[config.mk]
export PLATFORM = sky130hd
export DESIGN_NAME = tcb_img_feeder
export DESIGN_NICKNAME = d
export VERILOG_FILES = /design/src/rtl/tcb_img_feeder.sv
export SDC_FILE = /design/constraint.sdc
export NUM_CORES = 2
export LEC_CHECK = 0
export BUFFER_PORTS_ARGS = -buffer_cell sky130_fd_sc_hd__buf_2
export CAP_MARGIN = 20
export CORE_AREA = 2 2 386 388
export CTS_BUF_LIST = sky130_fd_sc_hd__clkbuf_8
export DETAILED_ROUTE_END_ITERATION = 12
export DIE_AREA = 0 0 388 390
export PLACE_DENSITY = 0.49
export RECOVER_POWER = 25
export SLEW_MARGIN = 20
export SYNTH_ARGS = -nofsm -noshare
export SYNTH_HDL_FRONTEND = slang
export SYNTH_SLANG_ARGS = --single-unit
[constraint.sdc]
create_clock -name clk -period 34.6 [get_ports clk]
set_input_delay 1.73 -clock clk [delete_from_list [all_inputs] [get_ports clk]]
set_output_delay 1.73 -clock clk [all_outputs]
set_load 0.02 [all_outputs]
[src/rtl/tcb_img_feeder.sv]
// Byte-stream front end for the 121x8 classifier: packs a frame into the flat image
// vector, hands it to the classifier, waits (bounded) for its answer and returns it.
module tcb_img_feeder #(
  parameter int unsigned NPIX    = 121,
  parameter int unsigned PW      = 8,
  parameter int unsigned TIMEOUT = 4096
) (
  input  logic               clk,
  input  logic               rst,
  input  logic [PW-1:0]      pix_in,
  input  logic               pix_valid,
  input  logic               pix_last,
  output logic               pix_ready,
  output logic [NPIX*PW-1:0] img_source,
  output logic               valid_top,
  input  logic               ready_top,
  input  logic [7:0]         number,
  output logic [7:0]         res_number,
  output logic               res_valid,
  input  logic               res_ready,
  output logic               res_timeout,
  output logic               frame_err
);

  localparam int unsigned CW = $clog2(NPIX);
  localparam int unsigned TW = $clog2(TIMEOUT);
  localparam logic [CW-1:0] LAST_IDX = CW'(NPIX - 1);
  localparam logic [TW-1:0] TMO_LIM  = TW'(TIMEOUT - 1);

  typedef enum logic [1:0] {
    S_FILL,
    S_SEND,
    S_WAIT,
    S_RESULT
  } state_t;

  state_t              state_q;
  logic [CW-1:0]       cnt_q;
  logic [TW-1:0]       tmo_q;
  logic [NPIX*PW-1:0]  img_q;
  logic                pix_ready_q;
  logic                valid_top_q;
  logic [7:0]          res_number_q;
  logic                res_valid_q;
  logic                res_timeout_q;
  logic                frame_err_q;

  logic                xfer;
  logic [CW-1:0]       slot;

  assign xfer = pix_valid & pix_ready_q;
  // Arrival order maps MSB-first: pixel 0 occupies the top byte of the vector.
  assign slot = LAST_IDX - cnt_q;

  always_ff @(posedge clk or posedge rst) begin
    if (rst) begin
      state_q       <= S_FILL;
      cnt_q         <= '0;
      tmo_q         <= '0;
      img_q         <= '0;
      pix_ready_q   <= 1'b0;
      valid_top_q   <= 1'b0;
      res_number_q  <= '0;
      res_valid_q   <= 1'b0;
      res_timeout_q <= 1'b0;
      frame_err_q   <= 1'b0;
    end else begin
      case (state_q)
        S_FILL: begin
          pix_ready_q <= 1'b1;
          if (xfer) begin
            if (cnt_q == LAST_IDX) begin
              img_q[slot*PW +: PW] <= pix_in;
              cnt_q       <= '0;
              tmo_q       <= '0;
              pix_ready_q <= 1'b0;
              valid_top_q <= 1'b1;
              state_q     <= S_SEND;
              if (!pix_last) frame_err_q <= 1'b1;
            end else if (pix_last) begin
              // Short frame: drop it and restart counting; stale bytes get overwritten.
              frame_err_q <= 1'b1;
              cnt_q       <= '0;
            end else begin
              img_q[slot*PW +: PW] <= pix_in;
              cnt_q <= cnt_q + 1'b1;
            end
          end
        end

        S_SEND: begin
          // The SEND cycle already counts toward the classifier deadline.
          tmo_q   <= tmo_q + 1'b1;
          state_q <= S_WAIT;
        end

        S_WAIT: begin
          if (ready_top) begin
            res_number_q  <= number;
            res_timeout_q <= 1'b0;
            valid_top_q   <= 1'b0;
            res_valid_q   <= 1'b1;
            state_q       <= S_RESULT;
          end else if (tmo_q == TMO_LIM) begin
            res_number_q  <= 8'hFF;
            res_timeout_q <= 1'b1;
            valid_top_q   <= 1'b0;
            res_valid_q   <= 1'b1;
            state_q       <= S_RESULT;
          end else begin
            tmo_q <= tmo_q + 1'b1;
          end
        end

        S_RESULT: begin
          if (res_ready) begin
            res_valid_q <= 1'b0;
            tmo_q       <= '0;
            pix_ready_q <= 1'b1;
            state_q     <= S_FILL;
          end
        end

        default: state_q <= S_FILL;
      endcase
    end
  end

  assign pix_ready   = pix_ready_q;
  assign img_source  = img_q;
  assign valid_top   = valid_top_q;
  assign res_number  = res_number_q;
  assign res_valid   = res_valid_q;
  assign res_timeout = res_timeout_q;
  assign frame_err   = frame_err_q;

endmodule
==> flow_summary_export.csv <==
group,metric,value,unit
run_status,status,"finished, violations left",
run_status,failed_checks,"max-capacitance violations, max-slew violations",
yosys,ys.flop_type,"dfrtp_1",
worst_setup_path,ff2ff_path_depth,15,
sta,period_needed,12240,ps
worst_setup_path,crit_fanout,127,
yosys,synth_top_area_share,54.95,%
drt,first_pass_iters,5,
clock_tree,cts_hold_buf,0,
drt,routed-via-count,36080,
yosys,ys_seq_elements,1002,
drt,route.detailed.wl_per_inst,30.79,µm
sta,fmax,0.08167,GHz
job,drv_cap,7,
worst_setup_path,crit_family,"buffers and inverters",
pwr,p_leak,28.52,nW
yosys,yosysMostFrequentCell,"dfrtp_1",
yosys,yosysWarnings,0,
layout,nets,4746,
clock_tree,cts_tree,"built",
sta,period_share,35.39,%
layout,layout-drive-gt1-share,45.02,%
floorplanning,rows,141,
global_routing,grt.total_usage,26.86,%
global_routing,grt_pass1_wl,290600,µm
yosys,ys_seq_area_share,54.95,%
global_routing,grt_pass1_vias,36090,
sta,fin_worst_skew,35.29,ps
drt,wl,208900,µm
clock_tree,clock_latency,930,ps
worst_setup_path,critPathKind,"in -> async",
sta,finalHoldViolCount,0,
worst_setup_path,startpoint_type,"input port",
yosys,syn_area_per_cell,12.18,µm²
clock_tree,cts_buffers,182,
yosys,syn_area,0.04563,mm²
worst_setup_path,cp_slowest_stage_delay,5130,ps
clock_tree,clk_pin_slew,60,ps
floorplanning,ios,1003,
yosys,synth-edff-count,0,
sta,finalSetupTns,0,ps
worst_setup_path,required,34890,ps
sta,whs,488.7,ps
yosys,synthArstFlopShare,100.0,%
worst_hold_path,whs_path_depth,1,
clock_tree,htree_num_levels,4,
global_routing,grt_overflow,0,
place,io_buffers,1002,
drt,drc,0,
worst_setup_path,crit_arrival,12540,ps
floorplanning,die_area,0.1513,mm²
drt,drtIter0Drc,2512,
floorplanning,start_util,31.01,%
yosys,synthCells,3746,
floorplanning,die_w,388,µm
sta,setup-violations-final,0,
pwr,finalPower,0.003770,W
layout,ff_latch_area,0.02507,mm²
sta,relSlewSlack,-384.1,%
layout,fillers,14740,
pwr,power_density,66.66,mW/mm²
floorplanning,core,0.1471,mm²
pwr,vdd_drop_max,0.1235,mV
sta,tightest_slew,7261,ps
worst_setup_path,path_cells,"buf_2 -> clkinvlp_2 -> clkbuf_1 -> clkbuf_1",
clock_tree,cts.path.max_buffers,3,
yosys,yosysTopAreaCell,"dfrtp_1",
clock_tree,cts_setup_buffers,0,
drt,avgViaCountPerCell,5.320,
clock_tree,cts_resized,0,
worst_setup_path,cp.depth,4,
place,dp_hpwl,140400,µm
clock_tree,root_buffer,"clkbuf_8",
drt,drtAntennaViolNets,0,
yosys,syn_nets,3777,
worst_setup_path,path_buf_inv,4,
yosys,synth_area_leaders,"dfrtp_1 (55%), mux2_2 (20%), nor3_1 (6.0%), nor2_1 (3.1%), clkbuf_1 (2.2%)",
worst_setup_path,crit_top_cell,"clkbuf_1",
sta,rsz0062_at_grt,"false",
yosys,yosys-top-cells-count,"dfrtp_1 (1,002), mux2_2 (801), nor3_1 (551), nor2_1 (378), clkbuf_1 (266)",
place,place.gp.congestion,0.8085,
floorplanning,die_h,390,µm
worst_hold_path,holdCritPathClass,"reg -> reg",
worst_setup_path,end_kind,"asynchronous set/reset pin",
sta,drv_slew,552,
layout,synthToLayoutAreaGrowth,23.96,%
layout,multi_input_area,0.01975,mm²
global_routing,grt_max_degree,155,
yosys,yosysUniqueCellTypes,73,
global_routing,antenna_found_initial,12,
clock_tree,cts.sinks,1002,
worst_setup_path,slowest_stage,"clkbuf_1",
==> where the power goes <==
group	switching [W]	internal, W	total, W	leakage, nW
registers	0.0000183	0.00119	0.00121	13.9
logic	0.00125	0.000206	0.00146	12.5
clock network	0.000535	0.000564	0.00110	2.07
==> cell families (layout without fill, tap and decap cells) <==
logic type / count (synthesis) / count (layout) / synth area share [%]
muxes: 898 / 898 / 22.43
AOI/OAI and AO/OA: 275 / 275 / 4.881
and+or+nand+nor: 1185 / 1185 / 13.95
buffers and inverters: 368 / 1471 / 3.337
xor gates and xnor gates: 9 / 9 / 0.2057
adders and majority gates: 9 / 9 / 0.2468
other: 0 / 4 / 0
DFF: 1002 / 1002 / 54.95
==> worst register-to-register path: stages (launching register included) <==
cell	delay (ps)
dfrtp_1	570
inv_1	220
ha_1	490
nor2b_1	430
nor3_1	80
o211ai_1	200
buf_4	600
nor2_1	130
ha_1	380
inv_1	180
and2_1	220
o211ai_1	270
buf_4	260
a21oi_2	810
nand3_2	470
mux2_2	400
==> flip-flops by register name, indices dropped and copies added, names as in the netlist <==
signal / count
res_number: 8
frame_err: 1
res_timeout: 1
res_valid: 1
img_source: 968
valid_top: 1
pix_ready: 1
state_q: 2
cnt_q: 7
tmo_q: 12
==> worst paths after layout <==
path | from | to | slack [ps]
max reg2reg | cnt_q[0] | img_source[521] | 28760
max | rst | img_source[89] | 22360
min reg2reg | frame_err | frame_err | 490
min in group asynchronous | rst | img_source[133] | 2270
min | frame_err | frame_err | 490
max in group clk | cnt_q[0] | img_source[521] | 28760
==> layout make-up <==
| type | count | area share, % |
|---|---|---|
| clock inverters | 103 | 0.9247 |
| multi-input cells | 2376 | 34.92 |
| inverters | 28 | 0.1880 |
| repair buffers | 1125 | 10.12 |
| diodes | 4 | 0.01770 |
| well taps | 1930 | 4.269 |
| flip-flops and latches | 1002 | 44.33 |
| clock buffers | 215 | 5.232 |
==> metal layers <==
metal / part of all wire, % / global-route usage, %
met2: 47 / 43.18
met5: 0 / 0
met4: 3.8 / 10.38
met1: 42 / 33.90
met3: 7.6 / 8.067
==> layout by cell type, fill, tap and decap left out, types with 5 or more instances in the layout <==
| master | synthesis | final |
|---|---|---|
| buf_4 | 17 | 110 |
| clkbuf_8 | 0 | 215 |
| nand3_4 | 9 | 9 |
| o22a_1 | 8 | 8 |
| nor2_1 | 378 | 375 |
| o41ai_1 | 65 | 65 |
| nor3_1 | 551 | 550 |
| ha_1 | 9 | 9 |
| o31ai_1 | 69 | 65 |
| mux2_4 | 32 | 32 |
| mux2_2 | 801 | 801 |
| o31ai_4 | 0 | 6 |
| nand3_1 | 26 | 26 |
| nand4_2 | 51 | 51 |
| dfrtp_1 | 1002 | 1002 |
| o21ai_0 | 30 | 30 |
| nand3_2 | 39 | 39 |
| clkbuf_1 | 266 | 196 |
| inv_1 | 28 | 104 |
| o21a_1 | 5 | 5 |
| and4_1 | 11 | 11 |
| nand2b_1 | 8 | 8 |
| nand4_1 | 26 | 26 |
| o211ai_1 | 6 | 6 |
| and2_1 | 5 | 5 |
| xnor2_1 | 6 | 6 |
| a21o_1 | 7 | 6 |
| clkinv_8 | 0 | 5 |
| nand2_1 | 39 | 35 |
| clkinv_2 | 0 | 11 |
| o2111ai_4 | 0 | 8 |
| o311ai_4 | 1 | 19 |
| mux2_1 | 65 | 65 |
| buf_2 | 44 | 813 |
| nor4_1 | 6 | 5 |
| a22o_1 | 9 | 9 |
| and3_1 | 9 | 8 |
==> through the flow <==
stage,setup slack [ps],cells,cell area [µm²],utilization [%]
2_1_floorplan,4677,3746,45630,-
3_5_place_dp,28720,6460,53330,36.25
5_1_grt,20230,6782,56560,38.44
6_report,22360,6783,56560,38.44
4_1_cts,28680,6778,56810,38.61
3_3_place_gp,28850,6457,53290,36.22
Power figures use the tool's default switching activity.
